--- src/rtl/serial_addsub_pkg.sv ---
// Shared definitions for the bit-serial adder/subtractor: FSM encoding and default width.
package serial_addsub_pkg;

  localparam int DEFAULT_WIDTH = 8;

  typedef enum logic [1:0] {
    IDLE = 2'd0,
    RUN  = 2'd1,
    DONE = 2'd2
  } state_t;

endpackage

--- src/rtl/fa_cell.sv ---
// One-bit full adder assembled from two half-adder stages and an OR of their carries.
module fa_cell (
  input  logic a,
  input  logic b,
  input  logic cin,
  output logic s,
  output logic co
);

  logic h1_s, h1_c, h2_c;

  assign h1_s = a ^ b;
  assign h1_c = a & b;
  assign s    = h1_s ^ cin;
  assign h2_c = h1_s & cin;
  assign co   = h1_c | h2_c;

endmodule

--- src/rtl/serial_addsub.sv ---
// Bit-serial add/subtract: one result bit per cycle, LSB first, through a single full-adder cell.
module serial_addsub
  import serial_addsub_pkg::*;
#(
  parameter int WIDTH = DEFAULT_WIDTH
) (
  input  logic             clk,
  input  logic             rst_n,
  input  logic             in_valid,
  output logic             in_ready,
  input  logic [WIDTH-1:0] a,
  input  logic [WIDTH-1:0] b,
  input  logic             sub,
  output logic             out_valid,
  input  logic             out_ready,
  output logic [WIDTH-1:0] sum,
  output logic             cout,
  output logic             overflow
);

  localparam int CW = $clog2(WIDTH) + 1;

  state_t           state, state_nxt;
  logic [WIDTH-1:0] opa, opb, res;
  logic             carry;
  logic [CW-1:0]    cnt;
  logic             fa_s, fa_co, last_bit;

  fa_cell u_fa (
    .a   (opa[0]),
    .b   (opb[0]),
    .cin (carry),
    .s   (fa_s),
    .co  (fa_co)
  );

  assign last_bit = (cnt == CW'(WIDTH - 1));
  assign sum      = res;

  // NOTE: sequential state always uses non-blocking assignments so every register
  // samples pre-edge values, independent of process ordering.
  always_ff @(posedge clk or negedge rst_n) begin
    if (!rst_n) state <= IDLE;
    else        state <= state_nxt;
  end

  // NOTE: every output of this block gets a default first, so no path leaves a
  // signal unassigned and no latch is inferred.
  always_comb begin
    state_nxt = state;
    in_ready  = 1'b0;
    out_valid = 1'b0;
    case (state)
      IDLE: begin
        in_ready = 1'b1;
        if (in_valid) state_nxt = RUN;
      end
      RUN:  if (last_bit) state_nxt = DONE;
      DONE: begin
        out_valid = 1'b1;
        if (out_ready) state_nxt = IDLE;
      end
      default: state_nxt = IDLE;
    endcase
  end

  // Subtraction is A + ~B + 1: B is inverted at accept and the +1 enters as the initial carry.
  always_ff @(posedge clk or negedge rst_n) begin
    if (!rst_n) begin
      opa      <= '0;
      opb      <= '0;
      res      <= '0;
      carry    <= 1'b0;
      cnt      <= '0;
      cout     <= 1'b0;
      overflow <= 1'b0;
    end else begin
      case (state)
        IDLE: if (in_valid) begin
          opa   <= a;
          opb   <= sub ? ~b : b;
          carry <= sub;
          cnt   <= '0;
        end
        RUN: begin
          opa   <= opa >> 1;
          opb   <= opb >> 1;
          res   <= {fa_s, res[WIDTH-1:1]};
          carry <= fa_co;
          cnt   <= cnt + CW'(1);
          // On the MSB edge, carry still holds the carry into the MSB.
          if (last_bit) begin
            cout     <= fa_co;
            overflow <= carry ^ fa_co;
          end
        end
        default: ;
      endcase
    end
  end

endmodule

--- config.mk ---
export PLATFORM = sky130hd
export DESIGN_NAME = serial_addsub
export DESIGN_NICKNAME = d
export VERILOG_FILES = /design/src/rtl/serial_addsub_pkg.sv /design/src/rtl/fa_cell.sv /design/src/rtl/serial_addsub.sv
export SDC_FILE = /design/constraint.sdc
export NUM_CORES = 1
export LEC_CHECK = 0
export CORE_MARGIN = 4
export CORE_UTILIZATION = 53
export DETAILED_ROUTE_END_ITERATION = 8
export PLACE_DENSITY = 0.83
export SYNTH_ARGS = -nofsm -noshare
export SYNTH_HDL_FRONTEND = slang
export SYNTH_SLANG_ARGS = --single-unit
--- constraint.sdc ---
create_clock -name clk -period 4.7 [get_ports clk]
set_clock_uncertainty 0.1 [all_clocks]
set_input_delay 0.94 -clock clk [delete_from_list [all_inputs] [get_ports clk]]
set_output_delay 0.94 -clock clk [all_outputs]
set_load 0.005 [all_outputs]
==> results of run 1 <==
kinds of logic (layout without fill, tap and decap cells):
kind of cell,Yosys count,count (layout),synth area share [%]
and+or+nand+nor,58,58,18.5
DFF,33,33,53.8
AOI/OAI and AO/OA,32,32,15.2
buffers and inverters,12,44,3.18
xor gates and xnor gates,9,9,5.13
muxes,3,3,2.12
adders and majority gates,2,2,2.12
power by group through the flow:
stage / logic [mW] / clock network (mW) / registers (mW)
final: 0.376 / 0.149 / 0.499
after detailed placement: 0.383 / 0 / 0.504
after global placement: 0.368 / 0 / 0.497
after floorplan: 0.258 / 0 / 0.470
after global routing: 0.430 / 0.168 / 0.519
after CTS: 0.382 / 0.156 / 0.499
metal layers:
metal | routed length [um] | vias to the layer above | track usage (%)
met1 | 1300 | 555 | 23.0
met3 | 160 | 2 | 6.20
met4 | 19 | 0 | 6.06
met5 | 0 | - | 0
met2 | 1380 | 42 | 28.1
li1 | - | 582 | -
flip-flops by register name, summed over array words and instances (netlist names):
name and count:
carry 1, cnt 4, cout 1, opa 8, opb 8, overflow 1
state 2, sum 8
metrics by stage:
step           std cells  util, %
5_1_grt              212     69.7
4_1_cts              212     69.7
3_3_place_gp         204     67.7
6_report             212     69.7
2_1_floorplan        149        -
3_5_place_dp         204     67.7
Yosys cell counts, drive strengths merged (2+ instances only):
cell	instances
nand2	37
dfrtp	33
o21ai	10
xor2	9
a221o	7
a22oi	7
clkbuf	7
and3b	6
a22o	3
buf	3
nand3	3
nor2b	3
a21oi	2
and2	2
inv	2
mux2	2
nand2b	2
nor2	2
nor3	2
cell type report:
type	instances	area, um^2	area share [%]
clock inverters	3	17.5	0.911
repair buffers	34	335	17.4
clock buffers	5	37.5	1.95
well taps	31	38.8	2.02
multi-input cells	104	661	34.4
inverters	2	7.51	0.390
flip-flops and latches	33	826	42.9
worst paths after layout:
| path | start | to | slack [ps] | cells after the start |
|---|---|---|---|---|
| max | state[1]$_DFFE_PN0P_ | out_valid | 1860 | 2 |
| min | sum[0]$_DFFE_PN0P_ | sum[0]$_DFFE_PN0P_ | 390 | 2 |
| max reg2reg | state[0]$_DFFE_PN0P_ | cout$_DFFE_PN0P_ | 2550 | 3 |
| min reg2reg | sum[0]$_DFFE_PN0P_ | sum[0]$_DFFE_PN0P_ | 390 | 2 |
| max in group asynchronous | rst_n | opb[3]$_DFFE_PN0P_ | 3310 | 2 |
| min in group asynchronous | rst_n | opb[4]$_DFFE_PN0P_ | 910 | 2 |
worst max-delay path: cells and delay by family, from the launching register on:
kind | cells | cell delay [ps]
DFF | 1 | 710
and+or+nand+nor | 1 | 240
buffers and inverters | 1 | 530
==> flow_summary.toml, run 1 <==
[synth]
synthFlopType = "dfrtp_1"
async_reset_ff_share_pct = 100
avgSynthCellArea_um2 = 10.3
netlist.area_leader.share_pct = 53.8
synth.distinct_cells = 27
synth_nets = 172
ys_seq_elements = 33
synth_cells = 149
synthTopCellsByArea = "dfrtp_1, nand2_1, xor2_1"
synth_area_mm2 = 0.00154
synth_edf_count = 0
synth-seq-area-share_pct = 53.8
yosys_warnings = 0
synth_top_area_cell = "dfrtp_1"

[global_routing]
grt_pass1_wl_um = 5050
grt_pass1_vias = 1161
antenna_found_initial = 0
grt_max_degree = 34
grt.overflow.total = 0
grt_usage_pct = 17.8

[power]
p_sw_share_pct = 35.1
p_leak_nw = 0.915
combPwrFrac_pct = 36.7
pwr-share-seq_pct = 48.7
power.density_mw_per_mm2 = 532
peakVddDrop_mv = 0.411
p_int_uw = 665
power_switching_uw = 359
p_clk_share_pct = 14.6
finalPower_mw = 1.02

[drt]
totalWireLength_um = 2860
ant_nets = 0
via_per_inst = 5.57
drtIter0Drc = 43
vias = 1181
drc = 0
wl_per_cell_um = 13.5
dr.pass1.iters = 4

[timing]
hold_viol_final = 0
worst_slew_pin_slew_ps = 687
tns_ps = 0
fmax_mhz = 353
maxSlewViolCount = 0
finalSetupViolCount = 0
max-slew-margin-rel_pct = 54.1
min_period_ps = 2840
worst_slack_ps = 1860
finalCritPeriodShare_pct = 60.3
rsz0062_at_grt = "no"
hold_slack_ps = 388

[critical_path]
critPathMaxStageDelay_ps = 710
crit_type = "flip-flop to output pin"
start_kind = "flip-flop"
slowest_stage = "dfrtp_1"
endpoint_kind = "output pin"
path_cells = "nor2b_1 > clkdlybuf4s50_1"
arrival_ps = 1800
worst_ep_required_time_ps = 3660
path_max_fanout = 22

[run_status]
status = "complete, no violations"

[clock_tree]
cts_buffers = 5
cts_buffer_depth = 2
clkLatencyLatePin_ps = 320
clk_pin_slew_worst_paths_ps = 100
ctsResizeCount = 0
cts_hold_buf = 0
cts_root_buffer = "clkbuf_4"
cts_sinks = 33
ctsHtreeMaxLevel = 2
post_cts_buffers = 0
cts_tree = "built"

[die]
ios = 33
core_area_mm2 = 0.00276
rows = 19
start_util_pct = 55.7
die_area_mm2 = 0.00382
die-height_um = 61.8
die_w_um = 61.8

[job]
cap_viol_max_count = 0

[place]
io_buffers = 32
dpl_cell_area_mm2 = 0.00187
dpl_worst_slack_ps = 2190
place.gp.congestion = 0.790
place_hpwl_um = 2060

[final_layout]
layout.nets = 203
final_cell_area_mm2 = 0.00192
drive_gt1_share_pct = 7.73
nFillCells = 213
antenna_cells = 0
layout_commonest_cell = "nand2_1"
final_cell_mix = "nand2_1, dfrtp_1, clkdlybuf4s50_1, xor2_1"
area_growth_syn_to_layout_pct = 25.3

[worst_hold_path]
min_path_type = "flip-flop to flip-flop"
No activity file was read; power rests on OpenSTA's default activity.
==> run 2: changes to the inputs <==
- CORE_UTILIZATION: 53 -> 45
- PLACE_DENSITY: 0.83 -> 0.75
- clock period: 4.7 -> 2.4 ns (I/O delays scaled with it)
==> run 2 against run 1 <==
Global-route usage fell by 2.6 points. Total power rose by 100%. Via count grew 0.68%. Critical path depth unchanged. Cell area up 2.4%. Combinational power up 120%. Worst hold slack gained 2.5 ps. Critical path type unchanged.
==> flow_summary.toml, run 2 (same netlist as run 1, synthesis figures left out) <==
[run_status]
status = "complete, no violations"

[drt]
totalWireLength_um = 3100
vias = 1189
via_per_inst = 5.21
drc = 0
wl_per_cell_um = 13.6
dr.pass1.iters = 4
ant_nets = 0
drtIter0Drc = 65

[global_routing]
grt_max_degree = 34
grt.overflow.total = 0
use_met3_pct = 4.76
busiest_layer = "met2"
use_met1_pct = 18.3
grt_pass1_wl_um = 5130
antenna_found_initial = 0
grt_usage_pct = 15.2
met2_usage_pct = 26.0
grt_pass1_vias = 1207

[critical_path]
worst_ep_required_time_ps = 1820
crit_type = "flip-flop to output pin"
start_kind = "flip-flop"
path_max_fanout = 6
endpoint_kind = "output pin"
arrival_ps = 1520

[die]
die-height_um = 66.4
die_area_mm2 = 0.00441
ios = 33
start_util_pct = 48.7
die_w_um = 66.4
core_area_mm2 = 0.00315
rows = 20

[final_layout]
layout.nets = 207
final_cell_mix = "nand2_1, dfrtp_1, clkdlybuf4s50_1, xor2_1"
final_cell_area_mm2 = 0.00197
antenna_cells = 0
layout_commonest_cell = "nand2_1"
nFillCells = 272
drive_gt1_share_pct = 8.70
area_growth_syn_to_layout_pct = 28.3

[timing]
finalSetupViolCount = 0
rsz0062_at_grt = "no"
fmax_mhz = 476
tns_ps = 0
hold_slack_ps = 390
min_period_ps = 2100
worst_slack_ps = 300
maxSlewViolCount = 0
worst_slew_pin_slew_ps = 567
hold_viol_final = 0
finalCritPeriodShare_pct = 87.5
max-slew-margin-rel_pct = 62.0

[place]
dpl_worst_slack_ps = 437
dpl_cell_area_mm2 = 0.00191
io_buffers = 32
place.gp.congestion = 0.813
place_hpwl_um = 2290

[power]
finalPower_mw = 2.07
power.density_mw_per_mm2 = 1050
p_leak_nw = 0.935
peakVddDrop_mv = 0.553

[clock_tree]
cts_buffers = 5
ctsHtreeMaxLevel = 2
cts_root_buffer = "clkbuf_4"
cts_buffer_depth = 2
clkLatencyLatePin_ps = 320
cts_tree = "built"
cts_sinks = 33
clk_pin_slew_worst_paths_ps = 90
ctsResizeCount = 0
post_cts_buffers = 0
cts_hold_buf = 0

[worst_hold_path]
min_path_type = "flip-flop to flip-flop"

[job]
cap_viol_max_count = 0
run 2: power by group:
group	switching [mW]	total, mW	internal (mW)
logic	0.377	0.821	0.444
clock network	0.170	0.308	0.138
registers	0.166	0.944	0.778
total	0.713	2.07	1.36
run 2: area by class of cell:
| type | count | area [um^2] | area share, % |
|---|---|---|---|
| Sequential cell | 33 | 826 | 41.9 |
| Multi-Input combinational cell | 104 | 661 | 33.5 |
| Timing Repair Buffer | 38 | 365 | 18.6 |
| Clock buffer | 7 | 55.1 | 2.80 |
| Tap cell | 44 | 55.1 | 2.80 |
| Inverter | 2 | 7.51 | 0.381 |
run 2: metal layers:
metal / routed length, um / vias to the layer above
li1: - / 581
met1: 1440 / 569
met2: 1500 / 36
met3: 154 / 3
met4: 13 / 0
met5: 0 / -
run 2: final timing paths:
check / startpoint / end / slack (ps) / cells after the start
worst min-delay path: sum[0]$_DFFE_PN0P_ / sum[0]$_DFFE_PN0P_ / 390 / 2
max in group asynchronous: rst_n / state[0]$_DFFE_PN0P_ / 1450 / 2
min in group asynchronous: rst_n / opb[3]$_DFFE_PN0P_ / 450 / 2
worst max-delay path: state[0]$_DFFE_PN0P_ / out_valid / 300 / 2
worst max register to register: state[1]$_DFFE_PN0P_ / overflow$_DFFE_PN0P_ / 680 / 3
worst min register to register: sum[0]$_DFFE_PN0P_ / sum[0]$_DFFE_PN0P_ / 390 / 2
run 2: through the flow:
step           cells  util, %
2_1_floorplan    149        -
3_3_place_gp     221     60.7
3_5_place_dp     221     60.7
4_1_cts          228     62.5
5_1_grt          228     62.5
6_report         228     62.5
run 2: critical path: stages, from the launching register on:
cell and delay [ps]:
dfrtp_1 470, nor2b_1 200, clkdlybuf4s50_1 540
